<file path="config.mk">
export PLATFORM = sky130hd
export DESIGN_NAME = tl_link_buffer
export DESIGN_NICKNAME = d
export VERILOG_FILES = /design/src/rtl/tl_pkg.sv /design/src/rtl/tl_link_buffer_if.sv /design/src/rtl/tl_queue.sv /design/src/rtl/tl_link_buffer.sv
export SDC_FILE = /design/constraint.sdc
export NUM_CORES = 1
export LEC_CHECK = 0
export ABC_CLOCK_PERIOD_IN_PS = 10850
export CAP_MARGIN = 5
export CORE_MARGIN = 3
export CORE_UTILIZATION = 48
export DETAILED_ROUTE_END_ITERATION = 16
export GPL_TIMING_DRIVEN = 0
export PLACE_DENSITY = 0.8
export SYNTH_ARGS = -nofsm -noshare
export SYNTH_HDL_FRONTEND = slang
export SYNTH_SLANG_ARGS = --single-unit
export TNS_END_PERCENT = 1
</file>
<file path="constraint.sdc">
create_clock -name clock -period 10.85 [get_ports clock]
set_input_delay 1.6275 -clock clock [delete_from_list [all_inputs] [get_ports clock]]
set_output_delay 1.6275 -clock clock [all_outputs]
set_load 0.05 [all_outputs]
</file>
<file path="src/rtl/tl_pkg.sv">
// Shared TileLink-UL definitions: opcodes, field widths, beat layouts and width helpers
// used by the link buffer, its per-channel queue and the bench.
package tl_pkg;

    localparam logic [2:0] PUT_FULL        = 3'd0;
    localparam logic [2:0] PUT_PARTIAL     = 3'd1;
    localparam logic [2:0] GET             = 3'd4;
    localparam logic [2:0] ACCESS_ACK      = 3'd0;
    localparam logic [2:0] ACCESS_ACK_DATA = 3'd1;

    localparam int OPCODE_W  = 3;
    localparam int A_PARAM_W = 3;
    localparam int D_PARAM_W = 2;
    localparam int SIZE_W    = 3;

    localparam int DEF_ADDR_W = 32;
    localparam int DEF_DATA_W = 32;
    localparam int DEF_SRC_W  = 1;

    // Beat layouts for the default widths; the top rebuilds these with its own parameters.
    typedef struct packed {
        logic [OPCODE_W-1:0]     opcode;
        logic [A_PARAM_W-1:0]    param;
        logic [SIZE_W-1:0]       size;
        logic [DEF_SRC_W-1:0]    source;
        logic [DEF_ADDR_W-1:0]   address;
        logic [DEF_DATA_W/8-1:0] mask;
        logic [DEF_DATA_W-1:0]   data;
    } tl_a_t;

    typedef struct packed {
        logic [OPCODE_W-1:0]   opcode;
        logic [D_PARAM_W-1:0]  param;
        logic [SIZE_W-1:0]     size;
        logic [DEF_SRC_W-1:0]  source;
        logic                  denied;
        logic [DEF_DATA_W-1:0] data;
        logic                  corrupt;
    } tl_d_t;

    function automatic int a_w(int addr_w, int data_w, int src_w);
        return OPCODE_W + A_PARAM_W + SIZE_W + src_w + addr_w + data_w / 8 + data_w;
    endfunction

    function automatic int d_w(int data_w, int src_w);
        return OPCODE_W + D_PARAM_W + SIZE_W + src_w + 1 + data_w + 1;
    endfunction

    // A zero-depth queue still exposes a one-bit count tied to zero.
    function automatic int count_width(int depth);
        return (depth < 1) ? 1 : $clog2(depth + 1);
    endfunction

    function automatic int ptr_width(int depth);
        return (depth < 2) ? 1 : $clog2(depth);
    endfunction

endpackage

</file>
<file path="src/rtl/tl_link_buffer_if.sv">
// One TileLink channel (valid/ready/bits) between a producer and a consumer.
interface tl_link_buffer_if #(
    parameter int WIDTH = 1
);
    // Handshake: the master drives valid and bits, the slave drives ready. A beat moves on a
    // rising clock edge where valid & ready; once valid is high it stays high with bits
    // unchanged until that edge, and ready may depend combinationally on valid.
    logic             valid;
    logic             ready;
    logic [WIDTH-1:0] bits;

    modport master (output valid, output bits, input ready);
    modport slave  (input valid, input bits, output ready);
endinterface

</file>
<file path="src/rtl/tl_queue.sv">
// Single-channel FIFO stage with optional flow-through and pipelined-full behaviour;
// a depth of zero reduces it to wires.
module tl_queue
    import tl_pkg::*;
#(
    parameter int WIDTH = 1,
    parameter int DEPTH = 2,
    parameter bit FLOW  = 1'b0,
    parameter bit PIPE  = 1'b0
) (
    input  logic                          clock,
    input  logic                          reset,
    tl_link_buffer_if.slave               enq,
    tl_link_buffer_if.master              deq,
    output logic [count_width(DEPTH)-1:0] count
);

    localparam int CW = count_width(DEPTH);

    generate
        if (DEPTH == 0) begin : g_wire
            assign deq.valid = enq.valid;
            assign deq.bits  = enq.bits;
            assign enq.ready = deq.ready;
            assign count     = '0;
        end else begin : g_fifo
            localparam int             PW       = ptr_width(DEPTH);
            localparam logic [CW-1:0]  FULL_CNT = CW'(DEPTH);
            localparam logic [PW-1:0]  LAST_PTR = PW'(DEPTH - 1);

            logic [WIDTH-1:0] mem [DEPTH];
            logic [PW-1:0]    rptr;
            logic [PW-1:0]    wptr;
            logic [CW-1:0]    cnt;
            logic             empty;
            logic             full;
            logic             enq_fire;
            logic             deq_fire;
            logic             bypass;
            logic             do_enq;
            logic             do_deq;

            assign empty = (cnt == '0);
            assign full  = (cnt == FULL_CNT);

            // Reset masks the output side and keeps the input side ready so nothing stalls.
            assign deq.valid = !reset && (!empty || (FLOW && enq.valid));
            assign deq.bits  = (FLOW && empty) ? enq.bits : mem[rptr];
            assign enq.ready = reset || !full || (PIPE && deq.ready);

            always_comb begin
                enq_fire = enq.valid && enq.ready;
                deq_fire = deq.valid && deq.ready;
                // A flow-through beat that leaves immediately never touches storage.
                bypass   = FLOW && empty && enq_fire && deq_fire;
                do_enq   = enq_fire && !bypass && !reset;
                do_deq   = deq_fire && !bypass;
            end

            always_ff @(posedge clock) begin
                if (reset) begin
                    rptr <= '0;
                    wptr <= '0;
                    cnt  <= '0;
                end else begin
                    if (do_enq) wptr <= (wptr == LAST_PTR) ? '0 : wptr + 1'b1;
                    if (do_deq) rptr <= (rptr == LAST_PTR) ? '0 : rptr + 1'b1;
                    if (do_enq && !do_deq) begin
                        cnt <= cnt + 1'b1;
                    end else if (!do_enq && do_deq) begin
                        cnt <= cnt - 1'b1;
                    end
                end
            end

            // Payload storage carries no reset; only the pointers and count define validity.
            always_ff @(posedge clock) begin
                if (do_enq) mem[wptr] <= enq.bits;
            end

            assign count = cnt;
        end
    endgenerate

endmodule

</file>
<file path="src/rtl/tl_link_buffer.sv">
// TileLink-UL link buffer: an independent tl_queue on the A (request) and D (response)
// channels; this level only unpacks, repacks and wires the beats.
module tl_link_buffer
    import tl_pkg::*;
#(
    parameter int ADDR_W  = 32,
    parameter int DATA_W  = 32,
    parameter int SRC_W   = 1,
    parameter int A_DEPTH = 2,
    parameter int D_DEPTH = 2,
    parameter bit A_FLOW  = 1'b0,
    parameter bit D_FLOW  = 1'b0,
    parameter bit A_PIPE  = 1'b0,
    parameter bit D_PIPE  = 1'b0
) (
    input  logic                                  clock,
    input  logic                                  reset,
    input  logic                                  in_a_valid,
    output logic                                  in_a_ready,
    input  logic [a_w(ADDR_W, DATA_W, SRC_W)-1:0] in_a_bits,
    output logic                                  out_a_valid,
    input  logic                                  out_a_ready,
    output logic [a_w(ADDR_W, DATA_W, SRC_W)-1:0] out_a_bits,
    input  logic                                  in_d_valid,
    output logic                                  in_d_ready,
    input  logic [d_w(DATA_W, SRC_W)-1:0]         in_d_bits,
    output logic                                  out_d_valid,
    input  logic                                  out_d_ready,
    output logic [d_w(DATA_W, SRC_W)-1:0]         out_d_bits,
    output logic [count_width(A_DEPTH)-1:0]       a_count,
    output logic [count_width(D_DEPTH)-1:0]       d_count
);

    localparam int A_W = a_w(ADDR_W, DATA_W, SRC_W);
    localparam int D_W = d_w(DATA_W, SRC_W);

    typedef struct packed {
        logic [OPCODE_W-1:0]  opcode;
        logic [A_PARAM_W-1:0] param;
        logic [SIZE_W-1:0]    size;
        logic [SRC_W-1:0]     source;
        logic [ADDR_W-1:0]    address;
        logic [DATA_W/8-1:0]  mask;
        logic [DATA_W-1:0]    data;
    } a_beat_t;

    typedef struct packed {
        logic [OPCODE_W-1:0]  opcode;
        logic [D_PARAM_W-1:0] param;
        logic [SIZE_W-1:0]    size;
        logic [SRC_W-1:0]     source;
        logic                 denied;
        logic [DATA_W-1:0]    data;
        logic                 corrupt;
    } d_beat_t;

    a_beat_t a_in_beat;
    a_beat_t a_out_beat;
    d_beat_t d_in_beat;
    d_beat_t d_out_beat;

    tl_link_buffer_if #(.WIDTH(A_W)) a_enq ();
    tl_link_buffer_if #(.WIDTH(A_W)) a_deq ();
    tl_link_buffer_if #(.WIDTH(D_W)) d_enq ();
    tl_link_buffer_if #(.WIDTH(D_W)) d_deq ();

    // A channel: master -> slave.
    assign a_in_beat   = a_beat_t'(in_a_bits);
    assign a_enq.valid = in_a_valid;
    assign a_enq.bits  = a_in_beat;
    assign in_a_ready  = a_enq.ready;

    assign a_out_beat  = a_beat_t'(a_deq.bits);
    assign out_a_valid = a_deq.valid;
    assign out_a_bits  = a_out_beat;
    assign a_deq.ready = out_a_ready;

    // D channel: slave -> master.
    assign d_in_beat   = d_beat_t'(in_d_bits);
    assign d_enq.valid = in_d_valid;
    assign d_enq.bits  = d_in_beat;
    assign in_d_ready  = d_enq.ready;

    assign d_out_beat  = d_beat_t'(d_deq.bits);
    assign out_d_valid = d_deq.valid;
    assign out_d_bits  = d_out_beat;
    assign d_deq.ready = out_d_ready;

    tl_queue #(
        .WIDTH (A_W),
        .DEPTH (A_DEPTH),
        .FLOW  (A_FLOW),
        .PIPE  (A_PIPE)
    ) u_a_queue (
        .clock (clock),
        .reset (reset),
        .enq   (a_enq),
        .deq   (a_deq),
        .count (a_count)
    );

    tl_queue #(
        .WIDTH (D_W),
        .DEPTH (D_DEPTH),
        .FLOW  (D_FLOW),
        .PIPE  (D_PIPE)
    ) u_d_queue (
        .clock (clock),
        .reset (reset),
        .enq   (d_enq),
        .deq   (d_deq),
        .count (d_count)
    );

endmodule

</file>
==> results of run 1 <==
## area by class of cell
type	count	area, µm²	share of cell area (%)
Antenna cell	1	2.50	0.0190
Timing Repair Buffer	272	2710	20.6
Inverter	2	7.51	0.0571
Clock inverter	15	133	1.01
Clock buffer	32	673	5.12
Tap cell	260	325	2.48
Sequential cell	252	7470	56.8
Multi-Input combinational cell	165	1720	13.1
Buffer	16	104	0.790
## state kept, by name, indices dropped and copies added, names as in the netlist, named ones only
register and count:
u_a_queue.count 2, u_a_queue.g_fifo.mem 156, u_d_queue.g_fifo.rptr 1, u_a_queue.g_fifo.wptr 1
u_d_queue.g_fifo.wptr 1, u_d_queue.g_fifo.mem 86, u_d_queue.count 2, u_a_queue.g_fifo.rptr 1
## cells in the mapped netlist (all sizes together)
library cell,count
a21oi,4
buf,15
o21ai,6
nor2b,2
mux2,121
edfxtp,242
nand2b,2
nor3,2
nor4,2
and2,2
ha,2
nand2,2
dfxtp,10
or3,4
xor2,6
inv,2
clkbuf,1
nor2,10
## kinds of logic after synthesis
family	share of synthesized area, %
flip-flops	80.5
multiplexers	15.5
AND/OR/NAND/NOR	1.46
buffers and inverters	1.20
AO/OA/AOI/OAI	0.539
XOR/XNOR	0.566
adder cells (fa/ha/maj)	0.270
## routing by layer
layer	global-route usage (%)	wire (µm)	part of all wire [%]	up-vias
met5	0	0	0	-
met4	4.23	405	2.1	0
met3	6.03	1710	9.0	30
met2	30.8	9450	50	226
met1	21.9	7520	39	2414
li1	-	-	-	2318
## power groups by stage
stage / Clock (µW) / Combinational (µW) / Sequential (µW)
floorplan: 0 / 462 / 1180
global placement: 0 / 707 / 1180
detailed placement: 0 / 727 / 1170
CTS: 850 / 731 / 1150
global route: 888 / 754 / 1150
finish: 823 / 724 / 1150
## metrics by stage
| stage | setup slack, ps | hold WS, ps |
|---|---|---|
| 4_1_cts | 6330 | 510 |
| 3_3_place_gp | -2820 | 479 |
| 3_5_place_dp | 6330 | 491 |
| 5_1_grt | 6280 | 547 |
| 2_1_floorplan | 861 | 467 |
| 6_report | 6350 | 509 |
## worst min-delay path by stage
stage | cells after the start | end | slack (ps) | start
after floorplan | 2 | u_a_queue.g_fifo.wptr$_SDFFE_PP0P_ | 470 | u_a_queue.g_fifo.wptr$_SDFFE_PP0P_
after global placement | 2 | u_a_queue.g_fifo.wptr$_SDFFE_PP0P_ | 480 | u_a_queue.g_fifo.wptr$_SDFFE_PP0P_
after detailed placement | 2 | u_d_queue.g_fifo.rptr$_SDFFE_PP0P_ | 490 | u_d_queue.g_fifo.rptr$_SDFFE_PP0P_
after CTS | 2 | u_d_queue.g_fifo.rptr$_SDFFE_PP0P_ | 510 | u_d_queue.g_fifo.rptr$_SDFFE_PP0P_
after global routing | 2 | u_d_queue.g_fifo.wptr$_SDFFE_PP0P_ | 550 | u_d_queue.g_fifo.wptr$_SDFFE_PP0P_
final | 2 | u_d_queue.g_fifo.rptr$_SDFFE_PP0P_ | 510 | u_d_queue.g_fifo.rptr$_SDFFE_PP0P_
## worst reg2reg max path, delay by kind of cell (launching register included)
kind / cells / cell delay, ps
buffers and inverters: 5 / 1080
and+or+nand+nor: 2 / 620
DFF: 1 / 460
==> results by group, run 1 <==
Outcome
  • Outcome: completed

Floorplanning
  • Die X: 145 µm
  • Die height: 145 µm
  • Die ar.: 0.0210 mm²
  • Initial core utilization: 49.3%
  • Total core area: 0.0188 mm²
  • I/O Pins: 256
  • # rows: 50

Worst setup path
  • R2r worst-path depth: 7
  • Crit path cell chain: clkbuf_1, nand2b_1, clkdlybuf4s50_1
  • Critical path class: input pin to output port
  • Largest fanout on the critical path: 9
  • Required time at the worst-slack endpoint: 9220 ps
  • CP max stage delay: 800 ps
  • Crit path depth: 3
  • R2R Path End: u_a_queue.g_fifo.mem[0][38]$_DFFE_PP_
  • Reg2reg start: u_a_queue.count[0]$_SDFFE_PP0P_
  • CP startpoint kind: input pin
  • Crit end category: output port
  • Arr. time, crit path: 2870 ps
  • Top delay family on crit path: buffers and inverters
  • Worst path slowest cell: clkdlybuf4s50_1
  • Crit path capture: in_a_ready
  • Worst setup path start: reset
  • Sum of buffers and inverters on the critical path: 2
  • FF-to-FF setup slack: 8380 ps

Logic synthesis
  • Sequential-to-total area share from yosys stat: 80.5%
  • Synth top area share: 78.3%
  • Synth Net Count: 564
  • Netlist cell types: 20
  • Synthesized area: 0.00928 mm²
  • Syn Area/Cell: 21.3 µm²
  • Synth area leader: edfxtp_1
  • Synth Instances: 435
  • FF+latch count, synth: 252
  • Synth area leaders: edfxtp_1 78%, mux2_2 12%, mux2_4 3.2%
  • Ys Warns: 0

Pwr
  • P_sw: 793 µW
  • Internal Power: 1900 µW
  • Sequential power share: 42.5%
  • Power per cell area: 205 mW/mm²
  • Tot Pwr: 2690 µW
  • Comb pwr share: 26.9%
  • Peak supply drop: 0.148 mV
  • Sw Ratio: 29.4%
  • Clock share of power: 30.6%
  • Leak pwr: 0.00449 µW

Global route
  • Congestion Overflow GR: 0
  • Global Route Usage Sum: 17.9%
  • Largest net degree at the start of global routing: 67
  • Global-route wire length before repair: 29,900 µm
  • Vias in the first global route: 5,462
  • Initial antenna violation count: 0

Layout
  • Layout Cells excl Fill: 1,015
  • Final core utilization: 69.8%
  • Fillcell total: 1,171
  • Layout cells sized above 1: 26.0%
  • Area Overhead vs Synth: 41.6%
  • Final instance area: 0.0131 mm²
  • Commonest non-fill, non-tap cell in the layout: clkdlybuf4s50_1
  • Layout Nets: 864
  • Most frequent cells in the layout: 254 x clkdlybuf4s50_1, 242 x edfxtp_1, 101 x mux2_2

Timing
  • Final setup viols: 0
  • Slew headroom: 55.4%
  • FMAX: 0.222 GHz
  • Tmin final: 4500 ps
  • Final period util: 41.5%
  • RSZ-0062 raised after global routing: false
  • Max Slew Vio Count: 0
  • Setup TNS: 0 ps
  • Setup Skew: 11.6 ps
  • Slew @ Worst Pin: 663 ps
  • Hold Violations, Final: 0

Placed design
  • DP HPWL: 13,700 µm
  • DP Area: 0.0123 mm²
  • Cells after DPL: 967
  • IO buf count: 254
  • Gpl congestion: 0.738

Routing
  • Wire per inst: 18.8 µm
  • Via/cell ratio: 4.91
  • Pre-Repair DR Iteration Count: 6
  • Routed Wire Length: 19,100 µm
  • ANT nets after route: 0
  • Detailed Route Iter0 Violations: 197
  • Total number of vias: 4,988
  • DRC errors left: 0

Clock network
  • H-Tree Level Count: 1
  • Clock sink count: 252
  • Postcts setup bufs: 0
  • Worst-path clk slew: 50 ps
  • Maximum clock path buffer count: 3
  • Num CTS Buffers: 26
  • CTS tree: done
  • Clock root buffer master: clkbuf_16
  • Clock Latency Late Sink: 520 ps
  • CTS Hold Buffers Added: 0
  • Post-CTS resize count: 0

Job
  • Max_cap viols: 0

Hold path
  • Worst hold path class: register to register
Power figures use the tool's default switching activity.
==> inputs of run 2 (changes only) <==
--- a/config.mk
+++ b/config.mk
@@ -5,7 +5,7 @@
 export SDC_FILE = /design/constraint.sdc
 export NUM_CORES = 1
 export LEC_CHECK = 0
-export ABC_CLOCK_PERIOD_IN_PS = 10850
+export ABC_CLOCK_PERIOD_IN_PS = 4530
 export CAP_MARGIN = 5
 export CORE_MARGIN = 3
 export CORE_UTILIZATION = 48
==> constraint.sdc (replaced) <==
create_clock -name clock -period 4.53 [get_ports clock]
set_input_delay 0.6795 -clock clock [delete_from_list [all_inputs] [get_ports clock]]
set_output_delay 0.6795 -clock clock [all_outputs]
set_load 0.05 [all_outputs]
==> results by group, run 2 (synthesized netlist as in run 1, its figures left out) <==
Worst setup path
  • Largest fanout on the critical path: 10
  • Crit end category: output port
  • Top delay family on crit path: buffers and inverters
  • CP startpoint kind: register
  • Sum of buffers and inverters on the critical path: 3
  • Required time at the worst-slack endpoint: 3850 ps
  • CP most frequent cell: buf_2
  • Worst path slowest cell: clkdlybuf4s50_1
  • FF-to-FF setup slack: 2210 ps
  • Crit path cell chain: buf_2, buf_2, mux2_2, clkdlybuf4s50_1
  • CP max stage delay: 720 ps
  • Arr. time, crit path: 2390 ps
  • Critical path class: register to output port

Outcome
  • Outcome: completed

Layout
  • Max reg flops: 156
  • Commonest non-fill, non-tap cell in the layout: clkdlybuf4s50_1
  • Layout Nets: 859
  • Layout Cells excl Fill: 1,008
  • Final core utilization: 70.0%
  • Layout cells sized above 1: 25.3%
  • Top flop regs: u_a_queue.g_fifo.mem x156, u_d_queue.g_fifo.mem x86
  • Antenna cells: 0
  • Largest Register: u_a_queue.g_fifo.mem
  • Area Overhead vs Synth: 42.0%
  • Most frequent cells in the layout: 254 x clkdlybuf4s50_1, 242 x edfxtp_1, 101 x mux2_2

Timing
  • Max Slew Vio Count: 0
  • Setup Skew: 7.99 ps
  • Final period util: 67.8%
  • FMAX: 0.325 GHz
  • Slew @ Worst Pin: 863 ps
  • RSZ-0062 raised after global routing: false
  • Tmin final: 3070 ps
  • Slew headroom: 42.0%
  • Hold Violations, Final: 0
  • Final setup viols: 0

Job
  • Max_cap viols: 0

Clock network
  • Clock root buffer master: clkbuf_16
  • CTS Hold Buffers Added: 0
  • Clock sink count: 252
  • H-Tree Level Count: 1
  • CTS tree: done
  • Maximum clock path buffer count: 3
  • Postcts setup bufs: 0
  • Post-CTS resize count: 0
  • Clock Latency Late Sink: 510 ps
  • Num CTS Buffers: 26
  • Worst-path clk slew: 60 ps

Pwr
  • Leak pwr: 0.00449 µW
  • Sequential power share: 41.8%
  • Internal Power: 4640 µW
  • Tot Pwr: 6560 µW
  • P_sw: 1930 µW
  • Power per cell area: 498 mW/mm²
  • Sw Ratio: 29.3%
  • Clock share of power: 31.6%
  • Comb pwr share: 26.6%
  • Peak supply drop: 0.423 mV

Placed design
  • DP HPWL: 13,900 µm
  • Cells after DPL: 962
  • Gpl congestion: 0.786
  • IO buf count: 254

Routing
  • Via/cell ratio: 4.93
  • DRC errors left: 0
  • Total number of vias: 4,969
  • Detailed Route Iter0 Violations: 247
  • Pre-Repair DR Iteration Count: 4
  • Routed Wire Length: 19,900 µm
  • Wire per inst: 19.8 µm
  • ANT nets after route: 0

Hold path
  • Worst hold path class: register to register

Floorplanning
  • Die X: 145 µm
  • I/O Pins: 256
  • Total core area: 0.0188 mm²
  • Die height: 145 µm
  • Die ar.: 0.0210 mm²
  • Initial core utilization: 49.3%
  • # rows: 50

Global route
  • Vias in the first global route: 5,465
  • Global-route wire length before repair: 30,800 µm
  • Global Route Usage Sum: 18.5%
  • Congestion Overflow GR: 0
  • Largest net degree at the start of global routing: 68
  • Initial antenna violation count: 0
==> run 2: changes by cell type in the layout (fill, tap and decap cells not counted), sizes merged <==
cell    previous run  this run
buf               33        28
clkinv            12         9
bufinv             2         3
clkbuf            33        34
diode              1         0
==> run 2: final cells by class <==
cell class,instances,area (µm²)
sequential,252,7470
fill,1168,5650
timing repair buffer,267,2710
multi-input combinational,165,1730
clock buffer,33,698
tap,260,325
clock inverter,13,139
buffer,16,104
inverter,2,7.51
==> run 2: metrics by stage <==
stage | area [µm²] | hold slack [ps] | setup slack [ps] | TNS, ps
after detailed placement | 12300 | 499 | 1430 | 0
after global routing | 13200 | 561 | 1330 | 0
final | 13200 | 510 | 1460 | 0
after CTS | 13200 | 509 | 1400 | 0
after global placement | 12200 | 487 | -3110 | -205160
after floorplan | 9290 | 467 | -1100 | -47490
==> run 2: power groups by stage <==
stage / combinational [µW] / sequential, µW / clock [µW]
after floorplan: 1110 / 2820 / 0
after detailed placement: 1750 / 2800 / 0
after global placement: 1700 / 2800 / 0
after CTS: 1760 / 2750 / 2120
after global routing: 1820 / 2760 / 2220
final: 1750 / 2750 / 2070
==> run 2: worst register-to-register path, cell delays in order, from the launching register on <==
cell and delay (ps):
dfxtp_1 450, nor2b_2 120, nor4_4 660, buf_8 260, buf_8 180, buf_6 170
buf_8 170
==> run 2: worst paths after layout <==
kind	startpoint	end	depth (start not counted)
setup / recovery	register	out_d_bits[4]	4
setup reg to reg	u_a_queue.count[0]$_SDFFE_PP0P_	u_a_queue.g_fifo.mem[0][45]$_DFFE_PP_	6
hold / removal	u_a_queue.g_fifo.rptr$_SDFFE_PP0P_	register	2
hold reg to reg	u_a_queue.g_fifo.rptr$_SDFFE_PP0P_	register	2
==> run 2: layer usage <==
layer	vias to the layer above	share of wire (%)	GRT usage, %
met1	2429	39	22.7
met5	-	0	0
met4	0	1.7	4.18
met3	28	10	7.18
met2	210	49	31.2
li1	2302	-	-
